===== src/rtl/mem_arb_pkg.sv =====
// Shared definitions for the two-client memory arbiter: client identifiers
// and the default read-outstanding depth.
package mem_arb_pkg;

  // Client identifiers. These are also the values stored in the ID FIFO.
  localparam logic CLIENT_IMEM = 1'b0;
  localparam logic CLIENT_DMEM = 1'b1;

  // Default number of reads allowed in flight (ID FIFO depth, power of 2).
  localparam int OUTSTANDING_DEFAULT = 4;

  // Width of an occupancy counter able to hold 0..depth inclusive.
  function automatic int count_width(input int depth);
    return $clog2(depth) + 1;
  endfunction

endpackage : mem_arb_pkg


===== src/rtl/mem_arb_id_fifo.sv =====
// 1-bit-wide synchronous FIFO that records, in issue order, which client
// each outstanding memory read belongs to. A push is ignored while full and
// a pop is ignored while empty; the arbiter never relies on either.
module mem_arb_id_fifo
  import mem_arb_pkg::*;
#(
  parameter int DEPTH = OUTSTANDING_DEFAULT
) (
  input  logic i_clk,
  input  logic i_rst,
  input  logic push,
  input  logic pop,
  input  logic din,
  output logic dout,
  output logic full,
  output logic empty
);

  localparam int AW = $clog2(DEPTH);
  localparam int CW = count_width(DEPTH);

  logic          mem_r [DEPTH];
  logic [AW-1:0] wr_ptr_r;
  logic [AW-1:0] rd_ptr_r;
  logic [CW-1:0] count_r;
  logic          push_ok_s;
  logic          pop_ok_s;

  assign full      = (count_r == CW'(DEPTH));
  assign empty     = (count_r == {CW{1'b0}});
  assign push_ok_s = push & ~full;
  assign pop_ok_s  = pop & ~empty;
  assign dout      = mem_r[rd_ptr_r];

  // Storage, wrapping pointers and occupancy count; cleared by async reset.
  always_ff @(posedge i_clk or posedge i_rst) begin
    if (i_rst) begin
      for (int i = 0; i < DEPTH; i++) begin
        mem_r[i] <= 1'b0;
      end
      wr_ptr_r <= {AW{1'b0}};
      rd_ptr_r <= {AW{1'b0}};
      count_r  <= {CW{1'b0}};
    end else begin
      if (push_ok_s) begin
        mem_r[wr_ptr_r] <= din;
        wr_ptr_r        <= wr_ptr_r + AW'(1);
      end
      if (pop_ok_s) begin
        rd_ptr_r <= rd_ptr_r + AW'(1);
      end
      case ({push_ok_s, pop_ok_s})
        2'b10:   count_r <= count_r + CW'(1);
        2'b01:   count_r <= count_r - CW'(1);
        default: count_r <= count_r;
      endcase
    end
  end

endmodule : mem_arb_id_fifo


===== src/rtl/mem_arbiter.sv =====
// Two-client round-robin arbiter between the instruction cache (client 0),
// the data cache (client 1) and a single word-granular memory port. One
// request is forwarded per cycle; read responses are steered back to their
// issuer in order using a FIFO of client IDs.
module mem_arbiter
  import mem_arb_pkg::*;
#(
  parameter int OUTSTANDING = OUTSTANDING_DEFAULT
) (
  input  logic        i_clk,
  input  logic        i_rst,
  input  logic [31:0] i_c0_addr,
  input  logic        i_c0_ren,
  input  logic        i_c0_wen,
  input  logic [31:0] i_c0_wdata,
  output logic        o_c0_ready,
  output logic [31:0] o_c0_rdata,
  output logic        o_c0_valid,
  input  logic [31:0] i_c1_addr,
  input  logic        i_c1_ren,
  input  logic        i_c1_wen,
  input  logic [31:0] i_c1_wdata,
  output logic        o_c1_ready,
  output logic [31:0] o_c1_rdata,
  output logic        o_c1_valid,
  input  logic        i_mem_ready,
  output logic [31:0] o_mem_addr,
  output logic        o_mem_ren,
  output logic        o_mem_wen,
  output logic [31:0] o_mem_wdata,
  input  logic [31:0] i_mem_rdata,
  input  logic        i_mem_valid,
  output logic        o_err
);

  logic        last_grant_r;
  logic        err_r;

  logic        req0_s;
  logic        req1_s;
  logic        any_req_s;
  logic        grant_s;
  logic        g_ren_s;
  logic        g_wen_s;
  logic        block_s;
  logic        mem_ren_s;
  logic        mem_wen_s;
  logic [31:0] mem_addr_s;
  logic [31:0] mem_wdata_s;
  logic        accept_s;
  logic        push_s;
  logic        pop_s;
  logic        fifo_head_s;
  logic        fifo_full_s;
  logic        fifo_empty_s;
  logic        err_set_s;

  assign req0_s    = i_c0_ren | i_c0_wen;
  assign req1_s    = i_c1_ren | i_c1_wen;
  assign any_req_s = req0_s | req1_s;

  // Grant selection: a lone requester wins; on a tie the client that did not
  // win last time wins.
  always_comb begin
    grant_s = CLIENT_IMEM;
    if (req0_s && req1_s) begin
      grant_s = ~last_grant_r;
    end else if (req1_s) begin
      grant_s = CLIENT_DMEM;
    end else begin
      grant_s = CLIENT_IMEM;
    end
  end

  // Request mux from the granted client; a read blocks when the ID FIFO is
  // full, and a simultaneous write on the same client is dropped.
  always_comb begin
    g_ren_s     = 1'b0;
    g_wen_s     = 1'b0;
    mem_addr_s  = 32'h0000_0000;
    mem_wdata_s = 32'h0000_0000;
    if (!any_req_s) begin
      g_ren_s     = 1'b0;
      g_wen_s     = 1'b0;
      mem_addr_s  = 32'h0000_0000;
      mem_wdata_s = 32'h0000_0000;
    end else if (grant_s == CLIENT_DMEM) begin
      g_ren_s     = i_c1_ren;
      g_wen_s     = i_c1_wen;
      mem_addr_s  = i_c1_addr;
      mem_wdata_s = i_c1_wdata;
    end else begin
      g_ren_s     = i_c0_ren;
      g_wen_s     = i_c0_wen;
      mem_addr_s  = i_c0_addr;
      mem_wdata_s = i_c0_wdata;
    end
  end

  assign block_s   = g_ren_s & fifo_full_s;
  assign mem_ren_s = g_ren_s & ~block_s & ~i_rst;
  assign mem_wen_s = g_wen_s & ~g_ren_s & ~i_rst;
  assign accept_s  = (mem_ren_s | mem_wen_s) & i_mem_ready;
  assign push_s    = accept_s & mem_ren_s;
  assign pop_s     = i_mem_valid & ~fifo_empty_s & ~i_rst;

  assign o_mem_ren   = mem_ren_s;
  assign o_mem_wen   = mem_wen_s;
  assign o_mem_addr  = mem_addr_s;
  assign o_mem_wdata = mem_wdata_s;

  assign o_c0_ready = accept_s & (grant_s == CLIENT_IMEM);
  assign o_c1_ready = accept_s & (grant_s == CLIENT_DMEM);

  assign o_c0_rdata = i_mem_rdata;
  assign o_c1_rdata = i_mem_rdata;
  assign o_c0_valid = pop_s & (fifo_head_s == CLIENT_IMEM);
  assign o_c1_valid = pop_s & (fifo_head_s == CLIENT_DMEM);

  // Protocol errors: a response with nothing outstanding, or a client
  // raising read and write together.
  assign err_set_s = (i_mem_valid & fifo_empty_s) | (accept_s & g_ren_s & g_wen_s);
  assign o_err     = err_r;

  // Round-robin history and sticky error flag.
  always_ff @(posedge i_clk or posedge i_rst) begin
    if (i_rst) begin
      last_grant_r <= CLIENT_IMEM;
      err_r        <= 1'b0;
    end else begin
      if (accept_s) begin
        last_grant_r <= grant_s;
      end
      if (err_set_s) begin
        err_r <= 1'b1;
      end
    end
  end

  mem_arb_id_fifo #(
    .DEPTH (OUTSTANDING)
  ) u_id_fifo (
    .i_clk (i_clk),
    .i_rst (i_rst),
    .push  (push_s),
    .pop   (pop_s),
    .din   (grant_s),
    .dout  (fifo_head_s),
    .full  (fifo_full_s),
    .empty (fifo_empty_s)
  );

endmodule : mem_arbiter


===== config.mk =====
export PLATFORM = sky130hd
export DESIGN_NAME = mem_arbiter
export DESIGN_NICKNAME = d
export VERILOG_FILES = /design/src/rtl/mem_arb_pkg.sv /design/src/rtl/mem_arb_id_fifo.sv /design/src/rtl/mem_arbiter.sv
export SDC_FILE = /design/constraint.sdc
export NUM_CORES = 1
export LEC_CHECK = 0
export ABC_AREA = 1
export CORE_AREA = 3 3 116 118
export DETAILED_ROUTE_END_ITERATION = 6
export DIE_AREA = 0 0 119 121
export GPL_TIMING_DRIVEN = 0
export SYNTH_ARGS = -nofsm -noshare
export SYNTH_HDL_FRONTEND = slang
export SYNTH_SLANG_ARGS = --single-unit

===== constraint.sdc =====
create_clock -name i_clk -period 1.9 [get_ports i_clk]
set_input_delay 0.475 -clock i_clk [delete_from_list [all_inputs] [get_ports i_clk]]
set_output_delay 0.475 -clock i_clk [all_outputs]
set_load 0.01 [all_outputs]

==> metrics <==
Area growth syn-to-layout 165.5%; post-synthesis cell area 2241 sq um; Port Buffer Count 270; crit path cell chain o21ai_4 > inv_2 > nor2_4 > buf_12 > buf_8 > buf_12 > buf_16 > nand2_1 > o21ai_1 > buf_2; Tmin final 2.143 ns; cts-stage hold buffer count 0; mean post-synth cell area 5.944 sq um; Placer Congestion 0.8912; Peak VDD IR 287.9 uV; most frequent CP cell buf_12; drt drc 0; final core utilization 0.4734; wire per inst 15.78 microns; share of cells above drive strength 1 0.4273; # IOs 303; status finished, violations left; hpwl dp 10,540 microns; CP endpoint kind output pin; layout filler cell count 1,260; root buf cell clkbuf_16; Static Leak 2.906 nW; min setup slack post-route -0.2425 ns; violated checks negative setup slack; Design Area, Final 5949 sq um; sequential fraction of the synthesis area 0.1452; Worst Setup Path Type reg -> out; R2R depth 11; delay of the slowest cell on the worst path 0.41 ns; total power 4.712 mW; cell-internal power 2.654 mW; Final Hold Violating Endpoints 0; setup slack, reg-to-reg -0.19 ns; CTS tree done; r2r endpoint u_id_fifo.count_r[2]; Die W 119 microns; number of global-route vias before repair 3,713; Initial Utilization 0.1783; grt ovf 0; antenna violations before repair 0; Overall Global Routing Usage 0.1734; commonest non-fill, non-tap cells in the layout 193 x clkdlybuf4s50_1, 113 x nand2_1, 90 x buf_4; 1st-iter DRT viols 106; Routed Antenna Nets 0; number of synthesized register bits 13; diodes inserted 0; crit-path max FO 5; Critical Path RT 1.42 ns; max_cap viols 0; PwrDens 792.1 nW/um^2; worst-margin pin slew 0.3124 ns; Die ar. 14,400 sq um; placed cell area 5187 sq um; Core Rows 41; DR vias 3,578; crit-path leading delay family buffers and inverters; Synthesis Warnings 0; Sw Share 0.4368; Core Footprint 12,570 sq um; Worst Path Arrival 1.67 ns; Hold/Removal Path Class in -> async; worst r2r src last_grant_r; Crit-path slowest cell dfrtp_1; Setup Skew 0.001345 ns; Mapped Cells 377; CTS Buffer Depth 2; sequential share of power 0.109; clock power share 0.087; most common cell after layout, fill and taps aside clkdlybuf4s50_1; worst skew pair latency 0.25 ns; pin count of the biggest net entering global routing 11; Startpoint Class flop; period utilization 1.128; RSZ-0062 raised after global routing true; Setup crit end o_mem_wdata[21]; clock sinks 13; die extent in y 121 microns; final net count 863; Finished Layout Cells 860; first-pass GRT wire length 20,230 microns; Slew headroom 0.7918; vias per cell 4.160; Psw 2.058 mW; Crit. path cell count 10; Num CTS Buffers 3; combinational share of power 0.803; FMAX 466.7 MHz; final wirelength 13,580 microns; Worst Path Buf+Inv 6; drt first pass iters 4; H-Tree Depth 1; Mapped Nets 551; CP startpoint last_grant_r; Final setup viols 70; Final Max Tran Viols 0; Distinct cells, synth 26; # placed instances 819; Clock transition at path regs 0.05 ns
## worst min-delay path by stage
| stage | to | slack [ns] | cells after the start |
|---|---|---|---|
| after global placement | u_id_fifo.mem_r[3] | 0.47 | 2 |
| after floorplan | last_grant_r | 0.30 | 1 |
| after detailed placement | u_id_fifo.mem_r[3] | 0.47 | 2 |
| after global routing | u_id_fifo.count_r[2] | 0.36 | 4 |
| final | o_err | 0.35 | 4 |
| after CTS | u_id_fifo.count_r[2] | 0.47 | 4 |
## layout make-up
cell class                 instances  area [sq um]  area share
tap                              172         215.2     0.03617
timing repair buffer             312          2907      0.4885
multi-input combinational        262          1657      0.2784
sequential                        13         325.3     0.05468
buffer                            80         699.4      0.1176
clock buffer                       4         78.83     0.01325
inverter                          17         67.56     0.01136
## power by group through the flow
stage | registers [mW] | clock network (mW) | logic [mW]
3_3_place_gp | 0.494 | 0 | 2.90
4_1_cts | 0.502 | 0.414 | 3.46
2_1_floorplan | 0.475 | 0 | 1.36
5_1_grt | 0.528 | 0.433 | 4.07
6_report | 0.515 | 0.411 | 3.79
3_5_place_dp | 0.505 | 0 | 2.94
## layer usage
metal,up-vias,wire (microns),global-route usage
li1,1762,-,-
met1,1624,5081,0.1994
met2,173,7224,0.3243
met3,19,976,0.03823
met4,0,293,0.04200
met5,-,0,0
## cell families after synthesis
group / count (synthesis) / share of synthesized area
and+or+nand+nor: 178 / 0.3278
buffers and inverters: 102 / 0.3060
AOI/OAI and AO/OA: 74 / 0.1686
DFF: 13 / 0.1452
adders and majority gates: 6 / 0.03685
xor gates and xnor gates: 4 / 0.01564
## per-stage QoR
| stage | setup TNS, ns | worst slack [ns] | hold slack (ns) |
|---|---|---|---|
| 2_1_floorplan | -0.1041 | -0.1041 | 0.2956 |
| 3_3_place_gp | -80.47 | -1.210 | 0.4696 |
| 3_5_place_dp | -82.19 | -1.230 | 0.4706 |
| 4_1_cts | -16.46 | -0.3333 | 0.4682 |
| 5_1_grt | -17.48 | -0.3293 | 0.3586 |
| 6_report | -11.90 | -0.2425 | 0.3518 |
## cells in the mapped netlist, drive strengths merged
cell | count | share of area
inv | 17 | 0.028
clkbuf | 6 | 0.010
a32oi | 1 | 0.0039
nor2 | 9 | 0.026
nand4 | 6 | 0.017
and2 | 1 | 0.0028
nor3 | 1 | 0.0022
xnor2 | 1 | 0.0039
fa | 1 | 0.0089
ha | 5 | 0.028
nand3 | 10 | 0.025
nand2 | 151 | 0.26
a21oi | 3 | 0.0067
o21ai | 70 | 0.16
xor2 | 3 | 0.012
buf | 79 | 0.27
dfrtp | 13 | 0.15
## state kept, by name (all words and copies together), names as in the netlist
register / count
u_id_fifo.count_r: 3
u_id_fifo.wr_ptr_r: 2
u_id_fifo.rd_ptr_r: 2
o_err: 1
u_id_fifo.mem_r: 4
last_grant_r: 1
## timing repair
action / in CTS / in global routing
resized for setup: 450 / 128
gates cloned: 7 / 2
setup endpoints to repair: 73 / 72
buffers inserted: 30 / 5
pin swaps: 11 / 7
## worst min-delay path, delay by kind of cell
family / cells / cell delay (ns)
buf+inv: 4 / 0.45
Power figures use the tool's default switching activity.
